$ cat src/rtl/push_cond_pkg.sv
// Shared types and constants for the push_cond input conditioning stage.
package push_cond_pkg;

    typedef enum logic [1:0] {
        IDLE,
        PRESS_WAIT,
        HELD,
        RELEASE_WAIT
    } state_t;

    localparam logic [3:0] BCD_MAX = 4'd9;

endpackage

$ cat src/rtl/push_cond_sync_2ff.sv
// Two-flop synchronizer for asynchronous inputs; every bit is
// synchronized independently and resets to zero.
module sync_2ff #(
    parameter int WIDTH = 1
) (
    input  logic             clk,
    input  logic             reset_n,
    input  logic [WIDTH-1:0] d,
    output logic [WIDTH-1:0] q
);

    logic [WIDTH-1:0] meta;

    always_ff @(posedge clk or negedge reset_n) begin
        if (!reset_n) begin
            meta <= '0;
            q    <= '0;
        end else begin
            meta <= d;
            q    <= meta;
        end
    end

endmodule

$ cat src/rtl/push_cond.sv
// Button debounce and BCD digit capture feeding the triangle control FSM.
// Define PUSH_COND_AUTOREPEAT_EN to repeat events while the button is held.
module push_cond
    import push_cond_pkg::*;
#(
    parameter int DEB_CYCLES = 16,
    parameter int CNT_W      = 16,
    parameter int RPT_DELAY  = 64,
    parameter int RPT_PERIOD = 32
) (
    input  logic       clk,
    input  logic       reset_n,
    input  logic       btn_raw,
    input  logic [3:0] din_raw,
    output logic       push,
    output logic       err,
    output logic [3:0] dout,
    output logic       busy
);

    // The IDLE sample is the first stable one, so acceptance happens on
    // the edge where the counter reaches DEB_CYCLES-1.
    localparam logic [CNT_W-1:0] CNT_LAST = CNT_W'(DEB_CYCLES - 1);
    localparam logic [CNT_W-1:0] CNT_PRE  = CNT_W'(DEB_CYCLES - 2);

    logic             btn_s;
    logic [3:0]       din_s;
    state_t           state, state_n;
    logic [CNT_W-1:0] cnt, cnt_n;
    logic             push_n, err_n;
    logic [3:0]       dout_n;
    logic             accept;

    sync_2ff #(.WIDTH(1)) u_sync_btn (
        .clk     (clk),
        .reset_n (reset_n),
        .d       (btn_raw),
        .q       (btn_s)
    );

    sync_2ff #(.WIDTH(4)) u_sync_din (
        .clk     (clk),
        .reset_n (reset_n),
        .d       (din_raw),
        .q       (din_s)
    );

`ifdef PUSH_COND_AUTOREPEAT_EN
    localparam logic [CNT_W-1:0] RPT_LAST   = CNT_W'(RPT_DELAY - 1);
    localparam logic [CNT_W-1:0] RPT_RELOAD = CNT_W'(RPT_DELAY - RPT_PERIOD);

    logic [CNT_W-1:0] rpt, rpt_n;

    always_ff @(posedge clk or negedge reset_n) begin
        if (!reset_n) rpt <= '0;
        else          rpt <= rpt_n;
    end
`endif

    always_ff @(posedge clk or negedge reset_n) begin
        if (!reset_n) begin
            state <= IDLE;
            cnt   <= '0;
            push  <= 1'b0;
            err   <= 1'b0;
            dout  <= 4'd0;
        end else begin
            state <= state_n;
            cnt   <= cnt_n;
            push  <= push_n;
            err   <= err_n;
            dout  <= dout_n;
        end
    end

    always_comb begin
        state_n = state;
        cnt_n   = cnt;
        push_n  = 1'b0;
        err_n   = 1'b0;
        dout_n  = dout;
        accept  = 1'b0;
`ifdef PUSH_COND_AUTOREPEAT_EN
        rpt_n   = '0;
`endif
        unique case (state)
            IDLE: begin
                if (btn_s) begin
                    state_n = PRESS_WAIT;
                    cnt_n   = '0;
                end
            end
            PRESS_WAIT: begin
                if (!btn_s) begin
                    state_n = IDLE;
                end else begin
                    if (cnt != CNT_LAST) cnt_n = cnt + CNT_W'(1);
                    if (cnt == CNT_PRE) begin
                        state_n = HELD;
                        accept  = 1'b1;
                    end
                end
            end
            HELD: begin
                if (!btn_s) begin
                    state_n = RELEASE_WAIT;
                    cnt_n   = '0;
                end
`ifdef PUSH_COND_AUTOREPEAT_EN
                else if (rpt == RPT_LAST) begin
                    accept = 1'b1;
                    rpt_n  = RPT_RELOAD;
                end else begin
                    rpt_n = rpt + CNT_W'(1);
                end
`endif
            end
            RELEASE_WAIT: begin
                if (btn_s) begin
                    state_n = HELD;
                end else begin
                    if (cnt != CNT_LAST) cnt_n = cnt + CNT_W'(1);
                    if (cnt == CNT_PRE) state_n = IDLE;
                end
            end
            default: state_n = IDLE;
        endcase

        // Digit is sampled only once the button is known stable.
        if (accept) begin
            if (din_s <= BCD_MAX) begin
                push_n = 1'b1;
                dout_n = din_s;
            end else begin
                err_n = 1'b1;
            end
        end
    end

    assign busy = (state != IDLE);

endmodule

$ cat config.mk
export PLATFORM = sky130hd
export DESIGN_NAME = push_cond
export DESIGN_NICKNAME = d
export VERILOG_FILES = /design/src/rtl/push_cond_pkg.sv /design/src/rtl/push_cond_sync_2ff.sv /design/src/rtl/push_cond.sv
export SDC_FILE = /design/constraint.sdc
export NUM_CORES = 1
export LEC_CHECK = 0
export CORE_MARGIN = 3
export CORE_UTILIZATION = 45
export CTS_BUF_LIST = sky130_fd_sc_hd__clkbuf_16
export CTS_CLUSTER_DIAMETER = 50
export CTS_CLUSTER_SIZE = 24
export DETAILED_ROUTE_END_ITERATION = 8
export SLEW_MARGIN = 20
export SYNTH_ARGS = -nofsm -noshare
export SYNTH_HDL_FRONTEND = slang
export SYNTH_SLANG_ARGS = --single-unit
$ cat constraint.sdc
create_clock -name clk -period 2.25 [get_ports clk]
set_input_delay 0.3375 -clock clk [delete_from_list [all_inputs] [get_ports clk]]
set_output_delay 0.3375 -clock clk [all_outputs]
set_load 0.005 [all_outputs]
## Word-level counts from Yosys, hierarchy flattened

Index checks and enable logic that the tools add are counted.

- Register bits: 34

- $add $sub $neg: 1
- Magnitude comparators: 1
- Eq/ne operators: 11
- Mux-type cells: 20
- Reductions and logical operators: 5

Operators with widths:

| operator | number |
|---|---|
| $mux W16 | 5 |
| $pmux W16 S4 | 1 |
| $add A16 B1 Y16 const B | 1 |
| $eq A16 B4 Y1 const B | 1 |
| $ne A16 B4 Y1 const B | 1 |
| $mux W2 | 6 |
| $pmux W2 S4 | 1 |
| $reduce_and A4 Y1 | 2 |
| $mux W1 | 7 |
| $eq A2 B2 Y1 const B | 2 |
| $le A4 B4 Y1 const B | 1 |
| $ne A2 B1 Y1 const B | 2 |
| $ne A2 B2 Y1 const B | 2 |
| $ne A3 B2 Y1 const B | 1 |
| $ne A3 B3 Y1 const B | 1 |
| $eq A2 B1 Y1 const B | 1 |
| $logic_not A2 Y1 | 1 |
| $reduce_and A2 Y1 | 1 |
| $reduce_bool A2 Y1 | 1 |

## Depth between registers and ports, before layout

Gate-level depths: netlist of run 1.

- Depth in word-level cells: 5
- Mapped depth: 7

## Hierarchy

Synthesis of run 1 repeated with hierarchy kept, for this count alone.

- Cell total of the unflattened synthesis: 142
- Area, all modules: 1,572.8 µm²

Modules (own cells, without submodules):

| module | instances | cells an instance | area an instance (µm²) | seq. area each (µm²) |
|---|---|---|---|---|
| push_cond | 1 | 132 | 1,322.5 | 600.6 |
| sync_2ff (u_sync_din) | 1 | 8 | 200.2 | 200.2 |
| sync_2ff (u_sync_btn) | 1 | 2 | 50.0 | 50.0 |

## Worst setup path after synthesis of run 1

Ideal clock, no wire load.

- Path kind: register to register
- Start: reg cnt[12]
- End: reg dout[0]
- Setup time: 0.125 ns
- Arrival: 1.620 ns
- Required time: 2.125 ns
- Setup slack: 0.506 ns
- Stages on the path, launching flop included: 7
- Path through: dfrtp_1 -> buf_2 -> nor4_1 -> and4_1 -> and2_1 -> and3_1 -> mux2_2

- Word-level cells in the longest chain between the ends: 5

Ends and longest elaborated chain:

| item | line | source |
|---|---|---|
| start, declared | push_cond.sv:29 | `logic [CNT_W-1:0] cnt, cnt_n;` |
| start signal, assigned | push_cond.sv:69 | `cnt <= cnt_n;` |
| $eq A16 B4 Y1 | push_cond.sv:98 | `if (cnt == CNT_PRE) begin` |
| $mux W1 | push_cond.sv:98 |  |
| $mux W1 | push_cond.sv:94 | `if (!btn_s) begin` |
| $mux W1 | push_cond.sv:86 | `unique case (state)` |
| $reduce_and A2 Y1 (no source line) | n/a |  |
| end signal, assigned | push_cond.sv:72 | `dout <= dout_n;` |
| end, declared | push_cond.sv:17 | `output logic [3:0] dout,` |

No other way between the ends.
A chain may end at the register's enable or synchronous reset.

## Worst setup path after layout of run 1

- Start: reg cnt[12]
- End: reg dout[1]

The elaborated chain is that of the path after synthesis.

==> metrics.md, run 1 <==
| Metric | Value |
|---|---|
| Worst setup path class | register to register |
| N_diodes | 0 |
| Final Cell Area | 1850 um2 |
| Antenna viol nets, final | 0 |
| DR WL met3 | 84 um |
| CTS Buffer Depth | 2 |
| Maxcap violations | 0 |
| Final Hold Violating Endpoints | 0 |
| CP required | 2.40 ns |
| Post-CTS setup buffer count | 0 |
| DR WL/cell | around 15 um |
| Post-placement cell count | between 150 and 200 |
| Fin cells | slightly above 200 |
| RSZ-0062 raised after global routing | no |
| Die Height | 64.3 um |
| Netlist cell types | 36 |
| Hold Buf Count CTS | 0 |
| Switch share | 24.0% |
| Most common cell after layout, fill and taps aside | dfrtp_1 |
| Met2 WL post-DR | roughly 1.4 mm |
| Power Internal | between 1000 and 1500 uW |
| DP Wirelength | between 2 and 2.5 mm |
| Antenna violations before repair | 0 |
| CP max FO | 8 |
| FF+latch count, synth | 34 |
| Clock root buffer | clkbuf_16 |
| Vias | 1133 |
| Final Critical Period | 1.93 ns |
| Drt total wl | roughly 3.1 mm |
| Post-place instance area | roughly 1700 um2 |
| Syn_area_per_cell | 10.9 um2 |
| Initial Utilization | 48.6% |
| First-pass GRT wire length | approximately 5.3 mm |
| Commonest cells after routing, fill and taps aside | dfrtp_1, o21ai_0, clkdlybuf4s50_1, nor2_1, nand2_1 |
| H-Tree Depth | 2 |
| TNS Setup | 0 ns |
| Core area | 3150 um2 |
| Comb power frac | between 7 and 8% |
| Clk_lat worst skew | between 0.2 and 0.3 ns |
| CP startpoint kind | register |
| Remaining DRCs | 0 |
| Period utilisation layout | between 80% and 90% |
| DRT iter0 DRCs | 90 |
| Hold Path Sink | u_sync_din.q[1]$_DFF_PN0_ |
| Worst r2r path cells | 5 |
| GPL Wtd Cong | 0.847 |
| Top sig layer | met4 |
| Met1 WL | 1.56 mm |
| Clock Sinks | 34 |
| Nets | approximately 170 |
| Worst Setup SP | cnt[12]$_DFFE_PN0P_ |
| Slew headroom | 66.9% |
| Reg-to-Reg Start | cnt[12]$_DFFE_PN0P_ |
| Slew Limit Fails | 0 |
| Cell Rows | 20 |
| Switch Pwr | 346 uW |
| Total GRT Usage | between 10% and 20% |
| Synthesized cell area | about 1500 um2 |
| CTS tree | built |
| TritonCTS buffer count | 5 |
| Endpoints failing setup | 0 |
| Setup Skew | 0.00308 ns |
| Gate Count Post-Synth | between 100 and 150 |
| Vias/cell | 5.55 |
| Seq/Total Area, Yosys | between 50% and 60% |
| Slew @ Worst Pin | 0.492 ns |
| Top Ports | 14 |
| Grt ovf | 0 |
| Reg clk slew, reported paths | 0.05 ns |
| RR Endpoint | dout[1]$_DFFE_PN0P_ |
| Vias in the first global route | 1073 |
| Layout cell share with drive strength beyond 1 | 13.8% |
| # resized after CTS | 0 |
| Synth-to-layout area growth | 20.8% |
| Outcome | finished, final reports clean |
| Syn Nets | 150 |
| Fmax | 518 MHz |
| PortBufs | 13 |
| HP Class | register to register |
| R2R Setup Slk | 0.32 ns |
| Worst setup EP type | register |
| Area of the die | ~4100 um2 |
| Worst Min Path Start | u_sync_din.meta[1]$_DFF_PN0_ |
| Yosys warnings | 0 |
| Min-Delay Path Depth | 0 |
| Pre-antenna DRT Iters | 4 |
| Chip width | roughly 64 um |
| Leakage | 0.000787 uW |
| Worst endpoint data arrival time | 2.08 ns |
| PwrDens | roughly 780 nW/um2 |
| Flop pwr share | 47.7% |
| Worst vdd ir | 0.518 mV |
| Largest net degree at the start of global routing | 35 |
| Clock share of power | 44.4% |
registers in the layout, indices dropped and copies added (netlist names), named ones only:
register	flops
cnt	16
state	1
u_sync_btn.q	1
dout	4
push	1
u_sync_din.meta	4
err	1
u_sync_din.q	4
u_sync_btn.meta	1
worst max-delay path: stages (launching register included):
cell     delay, ns
dfrtp_1       0.45
nor4_1        0.33
and4_1        0.27
and2_1        0.18
and3_1        0.24
mux2_2        0.35
stage by stage:
stage / setup WS, ns / hold WS (ns) / utilization (%) / power [uW]
global placement: 0.363 / 0.333 / 54.2 / 810
floorplan: 0.506 / 0.0419 / - / 757
detailed placement: 0.326 / 0.335 / 54.2 / 813
finish: 0.320 / 0.345 / 58.7 / 1440
global route: 0.169 / 0.357 / 58.7 / 1510
CTS: 0.305 / 0.347 / 58.7 / 1460
final cells by class:
type / instances / area [um2]
Clock buffer: 5 / 125
Clock inverter: 3 / 16.3
Fill cell: 289 / 1300
Inverter: 3 / 11.3
Multi-Input combinational cell: 99 / 639
Sequential cell: 34 / 851
Tap cell: 44 / 55.1
Timing Repair Buffer: 16 / 153
cells by family (layout without fill, tap and decap cells):
family,count (synthesis),count (layout),synth area share (%)
XOR/XNOR,1,1,0.572
AND/OR/NAND/NOR,56,56,18.7
buffers and inverters,8,27,2.70
multiplexers,6,6,4.25
flip-flops,34,34,55.6
AO/OA/AOI/OAI,34,34,16.6
adder cells (fa/ha/maj),2,2,1.63
layer usage:
layer,vias up,global-route usage (%)
met5,-,0
met3,2,3.87
li1,559,-
met1,558,24.5
met4,0,5.54
met2,14,24.0
synthesized netlist by cell type, drive strengths merged:
| cell | n | share of area, % |
|---|---|---|
| o41ai | 3 | 2.2 |
| mux2i | 2 | 1.3 |
| or2 | 2 | 0.98 |
| nor3b | 1 | 0.49 |
| xnor2 | 1 | 0.57 |
| buf | 4 | 1.7 |
| and4 | 1 | 0.57 |
| a31oi | 4 | 1.6 |
| nor3 | 3 | 0.98 |
| clkbuf | 1 | 0.24 |
| a41oi | 1 | 0.57 |
| o31ai | 8 | 5.6 |
| and2 | 4 | 1.6 |
| nor2b | 2 | 0.82 |
| mux2 | 4 | 2.9 |
| o21ai | 14 | 4.6 |
| nand4 | 3 | 1.2 |
| a41o | 1 | 0.65 |
| nand3 | 7 | 2.3 |
| o22a | 1 | 0.57 |
| nor2 | 12 | 2.9 |
| nor4 | 3 | 1.2 |
| and3 | 5 | 2.0 |
| ha | 2 | 1.6 |
| a21o | 1 | 0.49 |
| nand2 | 11 | 2.7 |
| inv | 3 | 0.74 |
| or3 | 1 | 0.41 |
| dfrtp | 34 | 56 |
| nand2b | 1 | 0.41 |
| a21oi | 1 | 0.33 |
worst max-delay path by stage:
stage                                endpoint  slack [ns]
after global routing      dout[2]$_DFFE_PN0P_        0.17
after floorplan           dout[0]$_DFFE_PN0P_        0.51
after detailed placement  dout[0]$_DFFE_PN0P_        0.33
after CTS                 dout[1]$_DFFE_PN0P_        0.30
after global placement    dout[0]$_DFFE_PN0P_        0.36
final                     dout[1]$_DFFE_PN0P_        0.32
power groups by stage:
| stage | sequential [uW] | clock, uW | combinational [uW] |
|---|---|---|---|
| 6_report | 688 | 641 | 113 |
| 5_1_grt | 695 | 682 | 130 |
| 4_1_cts | 688 | 661 | 115 |
| 3_5_place_dp | 699 | 0 | 114 |
| 3_3_place_gp | 697 | 0 | 113 |
| 2_1_floorplan | 678 | 0 | 79.6 |
Power figures use the tool's default switching activity.
==> run 2, diff against run 1 <==
--- a/config.mk
+++ b/config.mk
@@ -11,7 +11,7 @@
 export CTS_CLUSTER_DIAMETER = 50
 export CTS_CLUSTER_SIZE = 24
 export DETAILED_ROUTE_END_ITERATION = 8
-export SLEW_MARGIN = 20
+export SLEW_MARGIN = 10
 export SYNTH_ARGS = -nofsm -noshare
 export SYNTH_HDL_FRONTEND = slang
 export SYNTH_SLANG_ARGS = --single-unit
==> constraint.sdc (replaced) <==
create_clock -name clk -period 2.39 [get_ports clk]
set_input_delay 0.3585 -clock clk [delete_from_list [all_inputs] [get_ports clk]]
set_output_delay 0.3585 -clock clk [all_outputs]
set_load 0.005 [all_outputs]
==> run 2 against run 1 <==
  * Sequential power fell by 5.8%
  * Critical path type unchanged
  * Highest routed layer unchanged
  * Critical path depth did not move
  * Combinational power fell by 6%
  * Setup slack improved by 0.12 ns
  * Die area did not move
==> metrics.md, run 2 (synthesis gave the netlist of run 1 again) <==
| Metric | Value |
|---|---|
| Hold Path Sink | u_sync_btn.q$_DFF_PN0_ (was u_sync_din.q[1]$_DFF_PN0_) |
| Worst vdd ir | 0.402 mV (was 0.518 mV) |
| Largest net degree at the start of global routing | 35 (unchanged) |
| Setup Skew | 0.00467 ns (was 0.00308 ns) |
| Reg-to-Reg Start | cnt[12]$_DFFE_PN0P_ (unchanged) |
| Slowest CP cell | dfrtp_1 (unchanged) |
| Period utilisation layout | 81.6% (was 85.8%) |
| Nets | 168 (unchanged) |
| Min-Delay Path Depth | 0 (unchanged) |
| Slew Limit Fails | 0 (unchanged) |
| Final Power | 1480 uW (was 1440 uW) |
| Worst setup path class | register to register (unchanged) |
| Area of the die | 4140 um2 (unchanged) |
| Slew headroom | 66.0% (was 66.9%) |
| CP startpoint kind | register (unchanged) |
| Vias | 1135 (was 1133) |
| Vias in the first global route | 1136 (was 1073) |
| Clk_lat worst skew | 0.28 ns (was 0.27 ns) |
| PwrDens | 788 nW/um2 (was 780 nW/um2) |
| Total GRT Usage | 17.5% (was 16.6%) |
| Die Height | 64.3 um (unchanged) |
| Max reg flops | 16 (unchanged) |
| Fillers | 284 (was 289) |
| Fin cells | 204 (unchanged) |
| Grt ovf | 0 (unchanged) |
| RSZ-0062 raised after global routing | no (unchanged) |
| Top Ports | 14 (unchanged) |
| Post-CTS setup buffer count | 0 (unchanged) |
| Critical path, cell by cell | nor4_1 -> and4_1 -> and2_1 -> and3_1 -> mux2_2 (unchanged) |
| Maxcap violations | 0 (unchanged) |
| Antenna violations before repair | 0 (unchanged) |
| Core area | 3150 um2 (unchanged) |
| Post-placement cell count | 196 (unchanged) |
| Remaining DRCs | 0 (unchanged) |
| CP required | 2.55 ns (was 2.40 ns) |
| Final worst setup slack | 0.439 ns (was 0.320 ns) |
| Layout cell share with drive strength beyond 1 | 14.4% (was 13.8%) |
| N_diodes | 0 (unchanged) |
| Initial Utilization | 48.6% (unchanged) |
| Cell Rows | 20 (unchanged) |
| DR WL/cell | 15.3 um (was 15.0 um) |
| Clock Sinks | 34 (unchanged) |
| Antenna viol nets, final | 0 (unchanged) |
| Clock root buffer | clkbuf_16 (unchanged) |
| Synth-to-layout area growth | 22.4% (was 20.8%) |
| DP Wirelength | 2.12 mm (was 2.11 mm) |
| GPL Wtd Cong | 0.829 (was 0.847) |
| Commonest cells after routing, fill and taps aside | dfrtp_1, o21ai_0, clkdlybuf4s50_1, nor2_1, nand2_1 (unchanged) |
| CTS Buffer Depth | 2 (unchanged) |
| TritonCTS buffer count | 5 (unchanged) |
| CP max FO | 8 (unchanged) |
| Hold Buf Count CTS | 0 (unchanged) |
| Worst Min Path Start | u_sync_btn.meta$_DFF_PN0_ (was u_sync_din.meta[1]$_DFF_PN0_) |
| Worst setup EP type | register (unchanged) |
| Chip width | 64.3 um (unchanged) |
| Final Hold Violating Endpoints | 0 (unchanged) |
| First-pass GRT wire length | 5.50 mm (was 5.33 mm) |
| Final Critical Period | 1.95 ns (was 1.93 ns) |
| Fmax | 513 MHz (was 518 MHz) |
| Worst r2r path cells | 5 (unchanged) |
| # resized after CTS | 0 (unchanged) |
| CP max stage delay | 0.46 ns (was 0.45 ns) |
| RR Endpoint | dout[1]$_DFFE_PN0P_ (unchanged) |
| Setup Slack @ Placement | 0.443 ns (was 0.326 ns) |
| Largest Register | cnt (unchanged) |
| Worst endpoint data arrival time | 2.12 ns (was 2.08 ns) |
| Drt total wl | 3.11 mm (was 3.07 mm) |
| H-Tree Depth | 2 (unchanged) |
| Vias/cell | 5.56 (was 5.55) |
| CTS tree | built (unchanged) |
| Most common cell after layout, fill and taps aside | dfrtp_1 (unchanged) |
| TNS Setup | 0 ns (unchanged) |
| DRT iter0 DRCs | 84 (was 90) |
| Pre-antenna DRT Iters | 4 (unchanged) |
| Endpoints failing setup | 0 (unchanged) |
| Reg clk slew, reported paths | 0.05 ns (about the same) |
| PortBufs | 13 (unchanged) |
| R2R Setup Slk | 0.44 ns (was 0.32 ns) |
| Outcome | finished, final reports clean (unchanged) |
| HP Class | register to register (unchanged) |
| Slew @ Worst Pin | 0.505 ns (was 0.492 ns) |
| Leakage | 0.000803 uW (was 0.000787 uW) |
[run 2: how the worst max path moves through the flow]
stage / cells after the start / from / slack, ns / end
2_1_floorplan: 6 / cnt[12]$_DFFE_PN0P_ / 0.65 / dout[0]$_DFFE_PN0P_
3_3_place_gp: 5 / cnt[13]$_DFFE_PN0P_ / 0.51 / dout[0]$_DFFE_PN0P_
3_5_place_dp: 5 / cnt[13]$_DFFE_PN0P_ / 0.44 / dout[1]$_DFFE_PN0P_
4_1_cts: 5 / cnt[13]$_DFFE_PN0P_ / 0.41 / dout[1]$_DFFE_PN0P_
5_1_grt: 5 / cnt[13]$_DFFE_PN0P_ / 0.29 / dout[1]$_DFFE_PN0P_
6_report: 5 / cnt[12]$_DFFE_PN0P_ / 0.44 / dout[1]$_DFFE_PN0P_
[run 2: layout make-up]
| type | instances | area (um2) | area share, % |
|---|---|---|---|
| multi-input combinational | 99 | 639 | 34.1 |
| sequential | 34 | 851 | 45.4 |
| timing repair buffer | 16 | 153 | 8.14 |
| tap | 44 | 55.1 | 2.94 |
| clock buffer | 5 | 125 | 6.68 |
| clock inverter | 3 | 40.0 | 2.14 |
| inverter | 3 | 11.3 | 0.601 |
[run 2: power breakdown]
| group | switching, uW | internal, uW |
|---|---|---|
| Clock | 235 | 487 |
| Combinational | 59.2 | 47.0 |
| Sequential | 42.5 | 606 |
| Total | 337 | 1140 |
[run 2: through the flow]
stage / area, um2 / hold slack [ns] / util, %
global route: 1870 / 0.358 / 59.4
finish: 1870 / 0.345 / 59.4
floorplan: 1530 / 0.0629 / -
global placement: 1710 / 0.332 / 54.2
CTS: 1870 / 0.347 / 59.4
detailed placement: 1710 / 0.335 / 54.2
[run 2: routing by layer]
| layer | share of wire, % | global-route usage [%] | vias up |
|---|---|---|---|
| li1 | - | - | 551 |
| met1 | 49 | 24.2 | 548 |
| met2 | 44 | 24.5 | 28 |
| met3 | 4.4 | 4.39 | 8 |
| met4 | 2.7 | 10.8 | 0 |
| met5 | 0 | 0 | - |
[run 2: critical path, delay by kind of cell, from the launching register on]
family	cells	cell delay (ns)
AND/OR/NAND/NOR	4	1.02
multiplexers	1	0.36
flip-flops	1	0.46
==> run 3, diff against run 2 <==
--- a/config.mk
+++ b/config.mk
@@ -11,6 +11,7 @@
 export CTS_CLUSTER_DIAMETER = 50
 export CTS_CLUSTER_SIZE = 24
 export DETAILED_ROUTE_END_ITERATION = 8
+export PLACE_DENSITY = 0.67
 export SLEW_MARGIN = 10
 export SYNTH_ARGS = -nofsm -noshare
 export SYNTH_HDL_FRONTEND = slang
==> constraint.sdc (replaced) <==
create_clock -name clk -period 1.7 [get_ports clk]
set_input_delay 0.255 -clock clk [delete_from_list [all_inputs] [get_ports clk]]
set_output_delay 0.255 -clock clk [all_outputs]
set_load 0.005 [all_outputs]
==> run 3 against run 2 <==
  * The run now ends with setup timing left
  * Clock skew is 0.0027 ns lower
  * Maximum frequency is 11% higher
  * Final area is 14% higher
  * Utilization is 8.1 points higher
  * Via count is 9.0% higher
  * Setup slack worse by 0.49 ns
  * Global-route usage is 0.84 points higher
  * Worst hold slack better by 0.0051 ns
  * Total power is 55% higher
  * Highest routed layer unchanged
==> metrics.md, run 3 (synthesis gave the netlist of run 1 again) <==
| Metric | Value |
|---|---|
| Antenna violations before repair | 0 (unchanged) |
| Fillers | 245 (was 284) |
| Clk_lat worst skew | 0.28 ns (about the same) |
| DRT iter0 DRCs | 50 (was 84) |
| Vias in the first global route | 1195 (was 1136) |
| Min Hold Slack | 0.350 ns (was 0.345 ns) |
| Vias | 1237 (was 1135) |
| First-pass GRT wire length | 5.75 mm (was 5.50 mm) |
| H-Tree Depth | 2 (unchanged) |
| GPL Wtd Cong | 0.846 (was 0.829) |
| DR WL/cell | 15.5 um (was 15.3 um) |
| Clock root buffer | clkbuf_16 (unchanged) |
| Worst vdd ir | 0.766 mV (was 0.402 mV) |
| DP Wirelength | 2.29 mm (was 2.12 mm) |
| Final worst setup slack | -0.0545 ns (was 0.439 ns) |
| Leakage | 0.000948 uW (was 0.000803 uW) |
| Total GRT Usage | 18.4% (was 17.5%) |
| Clock Sinks | 34 (unchanged) |
| Largest net degree at the start of global routing | 35 (unchanged) |
| CP max stage delay | 0.38 ns (was 0.46 ns) |
| Remaining DRCs | 0 (unchanged) |
| N_diodes | 0 (unchanged) |
| Critical path, cell by cell | nor3b_2 -> and4_4 -> a41o_1 -> or2_4 -> o41ai_2 (was nor4_1 -> and4_1 -> and2_1 -> and3_1 -> mux2_2) |
| Reg clk slew, reported paths | 0.05 ns (about the same) |
| Top Ports | 14 (unchanged) |
| Most common cell after layout, fill and taps aside | dfrtp_1 (unchanged) |
| Final Power | 2290 uW (was 1480 uW) |
| Worst endpoint data arrival time | 1.92 ns (was 2.12 ns) |
| PwrDens | 1070 nW/um2 (was 788 nW/um2) |
| CTS Buffer Depth | 2 (unchanged) |
| Slowest CP cell | dfrtp_1 (unchanged) |
| HP Class | register to register (unchanged) |
| Post-place instance area | 1870 um2 (was 1710 um2) |
| CP required | 1.87 ns (was 2.55 ns) |
| Setup Skew | 0.00195 ns (was 0.00467 ns) |
| Cell Rows | 20 (unchanged) |
| TritonCTS buffer count | 5 (unchanged) |
| CP startpoint kind | register (unchanged) |
| Final Critical Period | 1.75 ns (was 1.95 ns) |
| Worst setup path class | register to register (unchanged) |
| CTS tree | built (unchanged) |
| Max reg flops | 16 (unchanged) |
| Pre-antenna DRT Iters | 4 (unchanged) |
| PortBufs | 13 (unchanged) |
| Final Cell Area | 2130 um2 (was 1870 um2) |
| Fin cells | 226 (was 204) |
| Nets | 190 (was 168) |
| Antenna viol nets, final | 0 (unchanged) |
| Slew @ Worst Pin | 0.427 ns (was 0.505 ns) |
| CP max FO | 6 (was 8) |
| Failing checks | setup timing |
| Core area | 3150 um2 (unchanged) |
| TNS Setup | -0.161 ns (was 0 ns) |
| Synth-to-layout area growth | 39.1% (was 22.4%) |
| Initial Utilization | 48.6% (unchanged) |
| Drt total wl | 3.49 mm (was 3.11 mm) |
| Period utilisation layout | 103% (was 81.6%) |
| Maxcap violations | 0 (unchanged) |
| Slew Limit Fails | 0 (unchanged) |
| Slew headroom | 71.5% (was 66.0%) |
| Grt ovf | 0 (unchanged) |
| Final Hold Violating Endpoints | 0 (unchanged) |
| Vias/cell | 5.47 (was 5.56) |
| Fmax | 570 MHz (was 513 MHz) |
| RSZ-0062 raised after global routing | yes (was no) |
| Commonest cells after routing, fill and taps aside | dfrtp_1, buf_4, clkdlybuf4s50_1, nor2_1, nand2_1 (was dfrtp_1, o21ai_0, clkdlybuf4s50_1, nor2_1, nand2_1) |
| Post-placement cell count | 216 (was 196) |
| Worst setup EP type | register (unchanged) |
| Outcome | finished, violations left (was finished, final reports clean) |
| Area of the die | 4140 um2 (unchanged) |
| Chip width | 64.3 um (unchanged) |
| Hold Buf Count CTS | 0 (unchanged) |
| Die Height | 64.3 um (unchanged) |
| Endpoints failing setup | 6 (was 0) |
| Largest Register | cnt (unchanged) |
| Layout cell share with drive strength beyond 1 | 30.8% (was 14.4%) |
-- run 3: changes by cell type in the layout (fill, tap and decap cells not counted), sizes merged --
cell,before,now
dlygate4sd2,0,1
clkdlybuf4s50,13,12
bufinv,1,2
or2,2,3
clkinv,2,1
buf,3,24
-- run 3: cell type report --
class | count | area [um2] | area share, %
clock buffers | 5 | 125 | 5.88
clock inverters | 3 | 68.8 | 3.23
inverters | 3 | 11.3 | 0.529
multi-input cells | 100 | 706 | 33.1
flip-flops and latches | 34 | 851 | 40.0
well taps | 44 | 55.1 | 2.59
repair buffers | 37 | 313 | 14.7
-- run 3: final timing paths --
check / cells after the start / endpoint / from / slack (ns)
hold / removal: 0 / u_sync_btn.q$_DFF_PN0_ / u_sync_btn.meta$_DFF_PN0_ / 0.35
hold reg to reg: 0 / u_sync_btn.q$_DFF_PN0_ / u_sync_btn.meta$_DFF_PN0_ / 0.35
max in group asynchronous: 2 / state[0]$_DFFE_PN0P_ / reset_n / 1.02
min in group asynchronous: 2 / cnt[15]$_DFFE_PN0P_ / reset_n / 0.37
setup / recovery: 5 / cnt[11]$_DFFE_PN0P_ / state[0]$_DFFE_PN0P_ / -0.05
setup reg to reg: 5 / cnt[11]$_DFFE_PN0P_ / state[0]$_DFFE_PN0P_ / -0.05
-- run 3: metal layers --
| layer | wire (um) | track usage [%] | part of all wire (%) | vias up |
|---|---|---|---|---|
| met4 | 80 | 9.23 | 2.3 | 0 |
| met3 | 164 | 6.15 | 4.7 | 10 |
| met5 | 0 | 0 | 0 | - |
| met2 | 1650 | 25.9 | 47 | 25 |
| li1 | - | - | - | 599 |
| met1 | 1600 | 25.1 | 46 | 603 |
-- run 3: what timing repair did --
action | 4_1_cts | 5_1_grt
hold endpoints to repair | 0 | 0
resized for setup | 4 | 13
setup endpoints to repair | 5 | 19
buffers inserted | 1 | 0
gates cloned | 0 | 1
pin swaps | 1 | 1
-- run 3: through the flow --
| stage | worst slack [ns] | util, % |
|---|---|---|
| floorplan | 0.0348 | - |
| detailed placement | -0.104 | 59.2 |
| global placement | -0.0494 | 59.2 |
| CTS | -0.0359 | 66.2 |
| finish | -0.0545 | 67.5 |
| global route | -0.111 | 67.5 |
-- run 3: power breakdown --
| group | internal [uW] | leakage, uW | switching (uW) |
|---|---|---|---|
| Sequential | 852 | 0.000447 | 30.3 |
| Clock | 841 | 0.0000940 | 334 |
| Combinational | 100 | 0.000407 | 130 |
-- run 3: critical path, delay by kind of cell, from the launching register on --
kind	cells	cell delay [ns]
AND/OR/NAND/NOR	3	0.65
flip-flops	1	0.38
AO/OA/AOI/OAI	2	0.63
==> variant 1, RTL diff (config.mk and constraints of run 2) <==
Encoding of `state_t`: now one-hot (4 bits for 4 states).
--- a/src/rtl/push_cond_pkg.sv
+++ b/src/rtl/push_cond_pkg.sv
@@ -2,9 +2,9 @@
 package push_cond_pkg;
 
-    typedef enum logic [1:0] {
-        IDLE,
-        PRESS_WAIT,
-        HELD,
-        RELEASE_WAIT
+    typedef enum logic [3:0] {
+        IDLE         = 4'b0001,
+        PRESS_WAIT   = 4'b0010,
+        HELD         = 4'b0100,
+        RELEASE_WAIT = 4'b1000
     } state_t;
 
Check against the original RTL: no difference found for any inputs over 10 cycles, from zero or initial values and one cycle with reset_n low; not proved beyond that.
==> variant 1 against run 2 <==
Wire length is 21% higher. Global-route usage is 0.63 points lower. Power fell by 5.2%. Area after synthesis grew 19%. Worst hold slack better by 0.70 ps. Worst setup slack got worse by 49 ps. Design area grew 13%. Sequential cell count rose by 2.
==> variant 1: results (changes against run 2) <==
* Wire length of the first global-routing pass at 6672 µm (+21%)
* Via count of the routed design at 1432 (+26%)
* Flip-flop and latch share of the layout cell area at 42.66% (-2.7 points)
* Proportion of power drawn by flip-flops and latches at 47.2% (+3.3 points)
* Total Nets Final at 201 (+20%)
* Slew Limit Headroom at 53.41% (-13 points)
* Vias per cell at 5.942 (+6.8%)
* Number of synthesized register bits at 36 (+5.9%)
* Share of power burned in combinational logic at 10.2% (+3.0 points)
* Logic inverters at 5 (+2)
* Share of flip-flops with an asynchronous set or reset after synthesis at 100.0% (unchanged)
* Internal Power at 1062 µW (-6.8%)
* Met3 track utilization from global routing at 4.493% (+0.099 points)
* Power dissipated in combinational cells at 143 µW (+35%)
* Mapped Nets at 187 (+25%)
* Cell area after placement at 1978 µm² (+16%)
* Sum of met3 wire segment lengths after detailed routing at 234 µm (+70%)
* Post-DP HPWL at 2678 µm (+26%)
* Final Skew at 6.373 ps (+1.700 ps)
* Maximum count of clock buffers along a single path at 2 (unchanged)
* Achievable Freq at 0.4998 GHz (-2.5%)
* Clk cell area share at 6.450% (-2.4 points)
* WL met2 at 1759 µm (+29%)
* GR met1 Demand/Resource at 23.11% (-1.0 points)
* WL per Instance at 15.61 µm (+2.4%)
* Critical-path cell with the highest stage delay: sky130_fd_sc_hd__dfstp_2
* Fillcell total at 302 (+6.3%)
* Worst EP arrival at 1640 ps (-480 ps)
* Data-path buffer share of cell area in the final layout at 6.509% (-1.6 points)
* Startpoint of the lowest-slack register-to-register path: state[1]$_DFFE_PN0P_
* Buffers outside the clock class at 14 (-2)
* Synth cell count leaders: 35 x sky130_fd_sc_hd__dfrtp_1, 15 x sky130_fd_sc_hd__o21ai_0, 13 x sky130_fd_sc_hd__a21oi_1, 13 x sky130_fd_sc_hd__nor2_1, 12 x sky130_fd_sc_hd__nand2_1
* Top post-synthesis cells by area: sky130_fd_sc_hd__dfrtp_1 48%, sky130_fd_sc_hd__nor4_4 4.7%, sky130_fd_sc_hd__o21ai_0 4.1%
* R2R depth at 4 (-1)
* Setup WS pre-CTS at 478.9 ps (+36.20 ps)
* Max H-tree Level at 2 (unchanged)
* Multi-input combinational area share at 40.65% (+6.5 points)
* Unique cell type count in the Yosys netlist at 49 (+36%)
* Startpoint of the worst setup timing path: state[0]$_DFFE_PN1P_
* Number of placed cells counting well taps at 233 (+19%)
* Gpl congestion at 0.8625 (+4.1%)
* M2 GR Usage at 26.59% (+2.1 points)
* Leak pwr at 0.0008856 µW (+10%)
* Status: completed
* Register-to-Register Setup Slack at 470 ps (+30 ps)
* Initial drt markers at 112 (+33%)
* Ratio of cells with drive above 1 in the final layout at 11.92% (-2.5 points)
* Pin count of the biggest net entering global routing at 37 (+5.7%)
* Global-route usage over all layers at 16.89% (-0.63 points)
==> variant 1: cells by family after synthesis <==
family / synth area share [%]
AO/OA/AOI/OAI: 17.78
XOR/XNOR: 0.4805
adder cells (fa/ha/maj): 1.372
buffers and inverters: 3.363
flip-flops: 49.49
multiplexers: 2.471
AND/OR/NAND/NOR: 25.05
==> variant 1: worst min path at each step <==
stage                                 start                         to  slack (ps)
2_1_floorplan                       reset_n         cnt[0]$_DFFE_PN0P_          60
3_3_place_gp      u_sync_btn.meta$_DFF_PN0_     u_sync_btn.q$_DFF_PN0_         330
3_5_place_dp   u_sync_din.meta[0]$_DFF_PN0_  u_sync_din.q[0]$_DFF_PN0_         340
4_1_cts           u_sync_btn.meta$_DFF_PN0_     u_sync_btn.q$_DFF_PN0_         350
5_1_grt        u_sync_din.meta[3]$_DFF_PN0_  u_sync_din.q[3]$_DFF_PN0_         360
6_report          u_sync_btn.meta$_DFF_PN0_     u_sync_btn.q$_DFF_PN0_         350
==> variant 2, RTL diff (flow settings as in run 2) <==
Without the edit above. The option `PUSH_COND_AUTOREPEAT_EN` is turned on by a define.
--- a/src/rtl/push_cond.sv
+++ b/src/rtl/push_cond.sv
@@ -1,4 +1,6 @@
 // Button debounce and BCD digit capture feeding the triangle control FSM.
 // Define PUSH_COND_AUTOREPEAT_EN to repeat events while the button is held.
+`define PUSH_COND_AUTOREPEAT_EN
+
 module push_cond
     import push_cond_pkg::*;
Formal check against the unedited RTL: no difference found for any inputs over 10 cycles, from zero or initial values and one cycle with reset_n low; that may be too few to reach the edited logic, so the function may still have changed.
==> variant 2 against run 2 <==
Worst setup slack got worse by 320 ps. Via count increased by 78%. Clock power about the same. Final cell count increased by 72%. Sequential cell count increased by 16. Wire length increased by 68%. Area after synthesis increased by 67%. Design area increased by 60%. Sequential share of layout area decreased by 3.6 points. Power increased by 52%.
==> variant 2: results (changes against run 2) <==
* Status: completed
* Synth warn at 0 (unchanged)
* Switching pwr at 740.5 µW (+120%)
* Delay of the slowest critical-path stage at 580 ps (+120 ps)
* Unique cell type count in the Yosys netlist at 44 (+22%)
* Inserted Clock Buffers at 5 (unchanged)
* Post-DP HPWL at 3820 µm (+80%)
* Number of placement rows at 26 (+30%)
* Type of the most critical hold path: input pin to asynchronous set/reset pin
* Top post-synthesis cells by area: sky130_fd_sc_hd__dfrtp_1 49%, sky130_fd_sc_hd__nand3_1 3.7%, sky130_fd_sc_hd__ha_1 3.4%
* Number of global-route vias before repair at 1943 (+71%)
* Critical-path cell with the highest stage delay: sky130_fd_sc_hd__or4_4
* Ratio of cells with drive above 1 in the final layout at 13.17% (-1.2 points)
* Synth cell count leaders: 50 x sky130_fd_sc_hd__dfrtp_1, 21 x sky130_fd_sc_hd__nor2_1, 19 x sky130_fd_sc_hd__nand3_1, 16 x sky130_fd_sc_hd__nand2_1, 15 x sky130_fd_sc_hd__a21oi_1
* Final Skew at 10.72 ps (+6.044 ps)
* Register-to-Register Setup Slack at 120 ps (-320 ps)
* Clock-pin slew reported for the worst setup and hold paths after clock tree synthesis at 70 ps (+20 ps)
* Wire length of the first global-routing pass at 9059 µm (+65%)
* Startpoint of the worst setup timing path: cnt[8]$_DFFE_PN0P_
* Capture point of the worst path: dout[0]$_DFFE_PN0P_
* Total Nets Final at 294 (+75%)
* Worst EP arrival at 2460 ps (+340 ps)
* Initial drt markers at 186 (+120%)
* Startpoint of the lowest-slack register-to-register path: cnt[8]$_DFFE_PN0P_
* Crit path max fanout at 6 (-2)
* Buffer cell driving the clock tree root: sky130_fd_sc_hd__clkbuf_16
* Max H-tree Level at 2 (unchanged)
* Input/output buffers at 13 (unchanged)
* Share of flip-flops with an asynchronous set or reset after synthesis at 100.0% (unchanged)
* Number of hold buffers added after CTS at 0 (unchanged)
* R2R depth at 4 (-1)
* TritonRoute pass-1 iters at 4 (unchanged)
* Maximum count of clock buffers along a single path at 2 (unchanged)
* Worst slew pin tran at 555.1 ps (+50.48 ps)
* Mapped Nets at 272 (+81%)
* Hold WS at 23.14 ps (-322.2 ps)
* Via count of the routed design at 2022 (+78%)
* Leak pwr at 0.001259 µW (+57%)
* Largest voltage drop on the vdd net at 0.4729 mV (+18%)
* Global route overflow at 0 (unchanged)
* Gpl congestion at 0.9308 (+12%)
* WL per Instance at 14.88 µm (-2.4%)
* Sequential-to-total area share from yosys stat at 48.92% (-6.6 points)
* Pin count of the biggest net entering global routing at 31 (-11%)
* Ant. Diodes at 0 (unchanged)
* Global-route usage over all layers at 17.77% (+0.24 points)
[variant 2: cell types whose count changed in the layout (fill, tap and decap cells not counted), moves of 6 or more]
cell / run 2 / this run
sky130_fd_sc_hd__nand3_1: 7 / 19
sky130_fd_sc_hd__xor2_1: 0 / 7
sky130_fd_sc_hd__buf_4: 3 / 13
sky130_fd_sc_hd__or4_1: 0 / 7
sky130_fd_sc_hd__nor4_1: 3 / 11
sky130_fd_sc_hd__a21oi_1: 1 / 15
sky130_fd_sc_hd__inv_1: 3 / 9
sky130_fd_sc_hd__dfrtp_1: 34 / 50
sky130_fd_sc_hd__nor2_1: 12 / 21
[variant 2: area by class of cell]
cell class,count,area (µm²)
Multi-Input combinational cell,187,1230
Timing Repair Buffer,27,242.7
Fill cell,470,2306
Tap cell,70,87.58
Sequential cell,50,1251
Clock inverter,3,26.28
Clock buffer,5,125.1
Inverter,9,33.78
[variant 2: routing by layer]
metal / share of wire (%) / track usage [%] / vias up
met5: 0 / 0 / -
met4: 1.8 / 5.743 / 0
met3: 3.3 / 4.545 / 9
met2: 44 / 25.81 / 28
met1: 51 / 25.72 / 979
li1: - / - / 1006
[variant 2: per-stage QoR]
stage	area, µm²	power, µW	instances	setup WS (ps)
CTS	2985	2262	351	115.9
global placement	2834	1529	343	150.2
finish	2997	2248	351	115.7
floorplan	2557	1333	258	108.0
global route	2997	2407	351	63.58
detailed placement	2834	1535	343	133.0
[variant 2: power by group through the flow]
stage / Sequential (µW) / Clock, µW / Combinational (µW)
2_1_floorplan: 950 / 0 / 382
4_1_cts: 955 / 741 / 565
3_3_place_gp: 970 / 0 / 559
6_report: 957 / 722 / 569
3_5_place_dp: 972 / 0 / 563
5_1_grt: 967 / 791 / 649
[variant 2: repair_timing]
action,4_1_cts,5_1_grt
resized for setup,0,2
endpoints found under the setup margin,0,2
setup buffers,0,0
[variant 2: cell families after synthesis]
| kind of cell | synth area share, % |
|---|---|
| XOR/XNOR | 3.767 |
| buffers and inverters | 3.424 |
| AO/OA/AOI/OAI | 12.28 |
| flip-flops | 48.92 |
| AND/OR/NAND/NOR | 26.03 |
| adder cells (fa/ha/maj) | 3.425 |
| multiplexers | 2.153 |
[variant 2: worst max-delay path: cells and delay by family, from the launching register on]
| kind | cells | cell delay [ps] |
|---|---|---|
| AOI/OAI and AO/OA | 1 | 350 |
| DFF | 1 | 430 |
| muxes | 1 | 300 |
| and+or+nand+nor | 2 | 1080 |
